**src/rtl/port_sched_ctrl.sv**
```systemverilog
// Output-port packet scheduler: strict-priority or 8-queue weighted round robin
// selection feeding an IDLE/GRANT/BUSY handshake. Define SCHED_STAT_EN to add grant_cnt.
module port_sched_ctrl (
    input  logic       clk,
    input  logic       rst,
    input  logic [7:0] queue_nonempty,
    input  logic       ready,
    input  logic       wrr_enable,
    input  logic       pkt_done,
    output logic       grant,
    output logic [2:0] grant_prio,
    output logic       busy
`ifdef SCHED_STAT_EN
    ,
    output logic [15:0] grant_cnt
`endif
);

    typedef enum logic [1:0] {
        IDLE  = 2'd0,
        GRANT = 2'd1,
        BUSY  = 2'd2
    } state_t;

    state_t           state, state_nxt;
    logic [7:0][3:0]  credit;
    logic [7:0]       eligible;
    logic [7:0]       cand;
    logic             reload;
    logic             decide;
    logic [2:0]       sel;

    function automatic logic [2:0] top_idx(input logic [7:0] v);
        top_idx = 3'd0;
        for (int i = 0; i < 8; i++)
            if (v[i]) top_idx = 3'(i);
    endfunction

    always_comb begin
        for (int p = 0; p < 8; p++)
            eligible[p] = queue_nonempty[p] && (credit[p] != 4'd0);
    end

    // When no nonempty queue has credit left, the decision uses freshly
    // reloaded weights, all of which are nonzero, so the nonempty set itself wins.
    assign reload = wrr_enable && (eligible == 8'd0);
    assign cand   = (!wrr_enable || reload) ? queue_nonempty : eligible;
    assign sel    = top_idx(cand);
    assign decide = (state == IDLE) && ready && (queue_nonempty != 8'd0);

    always_ff @(posedge clk or posedge rst) begin
        if (rst) state <= IDLE;
        else     state <= state_nxt;
    end

    always_comb begin
        state_nxt = state;
        case (state)
            IDLE:    if (decide)   state_nxt = GRANT;
            GRANT:   state_nxt = pkt_done ? IDLE : BUSY;
            BUSY:    if (pkt_done) state_nxt = IDLE;
            default: state_nxt = IDLE;
        endcase
    end

    assign grant = (state == GRANT);
    assign busy  = (state != IDLE);

    always_ff @(posedge clk or posedge rst) begin
        if (rst)         grant_prio <= 3'd0;
        else if (decide) grant_prio <= sel;
    end

    always_ff @(posedge clk or posedge rst) begin
        if (rst) begin
            for (int p = 0; p < 8; p++) credit[p] <= 4'(p + 1);
        end else if (decide && wrr_enable) begin
            for (int p = 0; p < 8; p++) begin
                if (reload)
                    credit[p] <= (3'(p) == sel) ? 4'(p) : 4'(p + 1);
                else if ((3'(p) == sel) && (credit[p] != 4'd0))
                    credit[p] <= credit[p] - 4'd1;
            end
        end
    end

`ifdef SCHED_STAT_EN
    always_ff @(posedge clk or posedge rst) begin
        if (rst)                              grant_cnt <= 16'd0;
        else if (decide && grant_cnt != 16'hFFFF) grant_cnt <= grant_cnt + 16'd1;
    end
`endif

endmodule

```
**config.mk**
```make
export PLATFORM = sky130hd
export DESIGN_NAME = port_sched_ctrl
export DESIGN_NICKNAME = d
export VERILOG_FILES = /design/src/rtl/port_sched_ctrl.sv
export SDC_FILE = /design/constraint.sdc
export NUM_CORES = 1
export LEC_CHECK = 0
export BUFFER_PORTS_ARGS = -buffer_cell sky130_fd_sc_hd__buf_2
export CAP_MARGIN = 25
export CORE_MARGIN = 2
export CORE_UTILIZATION = 35
export CTS_CLUSTER_SIZE = 40
export DETAILED_ROUTE_END_ITERATION = 6
export HOLD_SLACK_MARGIN = 0.03
export SYNTH_ARGS = -nofsm -noshare
export SYNTH_HDL_FRONTEND = slang
export SYNTH_SLANG_ARGS = --single-unit
```
**constraint.sdc**
```tcl
create_clock -name clk -period 3.85 [get_ports clk]
set_clock_uncertainty 0.05 [all_clocks]
set_input_delay 0.77 -clock clk [delete_from_list [all_inputs] [get_ports clk]]
set_output_delay 0.77 -clock clk [all_outputs]
set_load 0.01 [all_outputs]
```
==> flow_metrics.tcl <==
set metrics [dict create \
    status "finished, final reports clean" \
    hold_buffers 0 \
    arrival_ns 3.63 \
    clk_latency_ns 0.29 \
    power_density_mw_per_mm2 526.5 \
    root_buffer "clkbuf_8" \
    leakage_nw 1.110 \
    min_period_ns 3.453 \
    cts_tree "yes" \
    gp_congestion 0.9387 \
    tightestPinTransition_ns 0.7506 \
    cp_max_fo 18 \
    yosys.area.top_type "dfrtp_1" \
    async_flop_share_pct 100.0 \
    synth_fp_nets 309 \
    row_count 30 \
    cts.path.max_buffers 2 \
    avgSynthCellArea_um2 8.706 \
    vias_per_cell 5.556 \
    routed_wirelength_mm 6.062 \
    ys_seq_area_share_pct 37.97 \
    diodes 0 \
    grt_pass1_vias 2157 \
    grtUsageTotal_pct 17.14 \
    yosysWarnings 0 \
    dp_hpwl_mm 4.395 \
    core_area_mm2 0.006832 \
    rsz0062_at_grt "false" \
    portBuffers 17 \
    wl_per_cell_um 14.97 \
    post-cts-setup-buffer-count 0 \
    synth-edff-count 0 \
    synthTopCellsByArea "dfrtp_1 (24%), dfstp_2 (14%), ha_1 (5.5%), o21ai_0 (4.6%), a21oi_1 (4.0%)" \
    setup_viol 0 \
    drt_first_pass_iters 4 \
    grt_pass1_wl_mm 10.49 \
    yosysMostFrequentCell "nand2_1" \
    dr.first_iter.drc_count 119 \
    synth_top_area_share_pct 24.21 \
    grt_max_degree 20 \
    tns_ns 0 \
    synth_top_family_by_area "compound AO/OA/AOI/OAI gates" \
    synthSimpleGateAreaFrac_pct 24.16 \
    route.detailed.drc 0 \
    max-vdd-ir-drop_uv 397.0 \
    drive_above_1_share_pct 18.45 \
    route.vias.total 2250 \
    io_pins 18 \
    path_clk_slew_ns 0.08 \
    synthAdderAreaFrac_pct 5.547 \
    cts-htree-levels 2 \
    synthDistinctLibCells 53 \
    synthMuxAreaShare_pct 0.4034 \
    grt_overflow 0 \
    hold_violations 0 \
    design.die.area_mm2 0.007778 \
    synth_cells 285 \
    ctsResizeCount 0 \
    final_antenna_net_count 0 \
    critPathLaunchType "register" \
    fin_hold_ws_ns 0.4366 \
    min_period_over_period_pct 89.69 \
    synth_commonest_cells "nand2_1 (26), dfrtp_1 (24), o21ai_0 (23)" \
    yosys_most_used_dff "dfrtp_1" \
    crit_type "register to register" \
    die_h_um 88.20 \
    grt_antenna_before_repair 0 \
    fmax_mhz 289.6 \
    crit_required_ns 4.03 \
    fin_nets 332 \
    hp-class "register to register" \
    synth_seq_cells 37 \
    synth-xor-area-share_pct 0.3530 \
    worstSetupEndpointType "register" \
    cts.sink_count 37 \
    chipWidth_um 88.20 \
    rr_worst_depth 10 \
    whs_path_depth 1 \
    drv_slew 0 \
    numCtsBuffers 5 \
    area_growth_pct 12.35 \
    start_util_pct 36.32 \
    synth_compound_area_share_pct 26.12 \
    maxCapViolCount 0 \
    netlist_area_mm2 0.002481 \
    slew_headroom_pct 49.91 \
]
==> sequential cells by signal (all words and copies together), names as in the netlist <==
signal      count
credit         32
grant_prio      3
state           2
==> critical path: stages (launching register included) <==
cell     delay [ns]
dfstp_2        0.56
inv_1          0.07
ha_1           0.19
or3b_4         0.25
a22oi_1        0.10
and4_1         0.41
o31a_1         0.38
nor4_4         0.50
nand4_2        0.27
or4_1          0.52
nand3_1        0.09
==> final timing paths <==
| check | start | to | slack [ns] |
|---|---|---|---|
| max reg2reg | credit[8] | credit[11] | 0.40 |
| max in group asynchronous | rst | credit[9] | 2.41 |
| min in group asynchronous | rst | credit[27] | 0.54 |
| min reg2reg | credit[19] | credit[19] | 0.44 |
| max | credit[8] | credit[11] | 0.40 |
| min | credit[19] | credit[19] | 0.44 |
==> placed cells by master, fill, tap and decap left out, drive strengths merged, types with 2 or more instances in the layout <==
cell type | netlist | final
a211oi | 3 | 3
a21o | 3 | 3
a21oi | 20 | 20
a22oi | 3 | 3
a2bb2oi | 2 | 2
a31oi | 7 | 7
a41oi | 2 | 2
buf | 2 | 26
clkbuf | 8 | 5
clkinv | 0 | 2
dfrtp | 24 | 24
dfstp | 13 | 13
ha | 11 | 11
inv | 22 | 22
nand2 | 26 | 26
nand3 | 11 | 11
nand4 | 6 | 6
nor2 | 13 | 13
nor2b | 3 | 3
nor3 | 10 | 10
nor3b | 2 | 2
nor4 | 6 | 6
o211ai | 5 | 5
o21a | 9 | 9
o21ai | 23 | 23
o22a | 3 | 3
o31a | 2 | 2
o31ai | 5 | 5
o41ai | 3 | 3
or2 | 5 | 5
or3 | 6 | 6
or3b | 7 | 7
or4 | 6 | 6
==> layer usage <==
| metal | up-vias | global-route usage [%] | part of all wire [%] |
|---|---|---|---|
| met4 | 0 | 4.683 | 1.2 |
| li1 | 1111 | - | - |
| met3 | 8 | 3.016 | 3.3 |
| met5 | - | 0 | 0 |
| met2 | 37 | 26.73 | 47 |
| met1 | 1094 | 24.53 | 48 |
==> final cells by class <==
class,count,area [µm²]
inverter,22,82.58
clock inverter,3,17.52
tap,96,120.1
fill,723,4044
timing repair buffer,26,152.6
sequential,37,942.2
multi-input combinational,216,1404
clock buffer,5,68.82
==> kinds of logic (layout without fill, tap and decap cells) <==
| family | Yosys count | count (layout) |
|---|---|---|
| adders and majority gates | 11 | 11 |
| AOI/OAI and AO/OA | 97 | 97 |
| buffers and inverters | 32 | 56 |
| xor gates and xnor gates | 1 | 1 |
| muxes | 1 | 1 |
| DFF | 37 | 37 |
| and+or+nand+nor | 106 | 106 |
==> stage by stage <==
| stage | cell area [µm²] | util (%) | cells | power (mW) | setup slack [ns] |
|---|---|---|---|---|---|
| CTS | 2788 | 40.81 | 405 | 1.482 | 0.3961 |
| finish | 2788 | 40.81 | 405 | 1.468 | 0.3971 |
| detailed placement | 2701 | 39.54 | 397 | 1.199 | 0.4305 |
| floorplan | 2481 | - | 285 | 1.052 | 0.9068 |
| global route | 2788 | 40.81 | 405 | 1.606 | 0.1375 |
| global placement | 2701 | 39.54 | 397 | 1.190 | 0.5195 |
==> where the power goes <==
group	total (mW)	switching, mW	leakage (nW)	internal (mW)
clock	0.275	0.150	0.0439	0.125
sequential	0.645	0.0943	0.419	0.551
combinational	0.548	0.303	0.647	0.245
(Power assumes the default switching activity.)
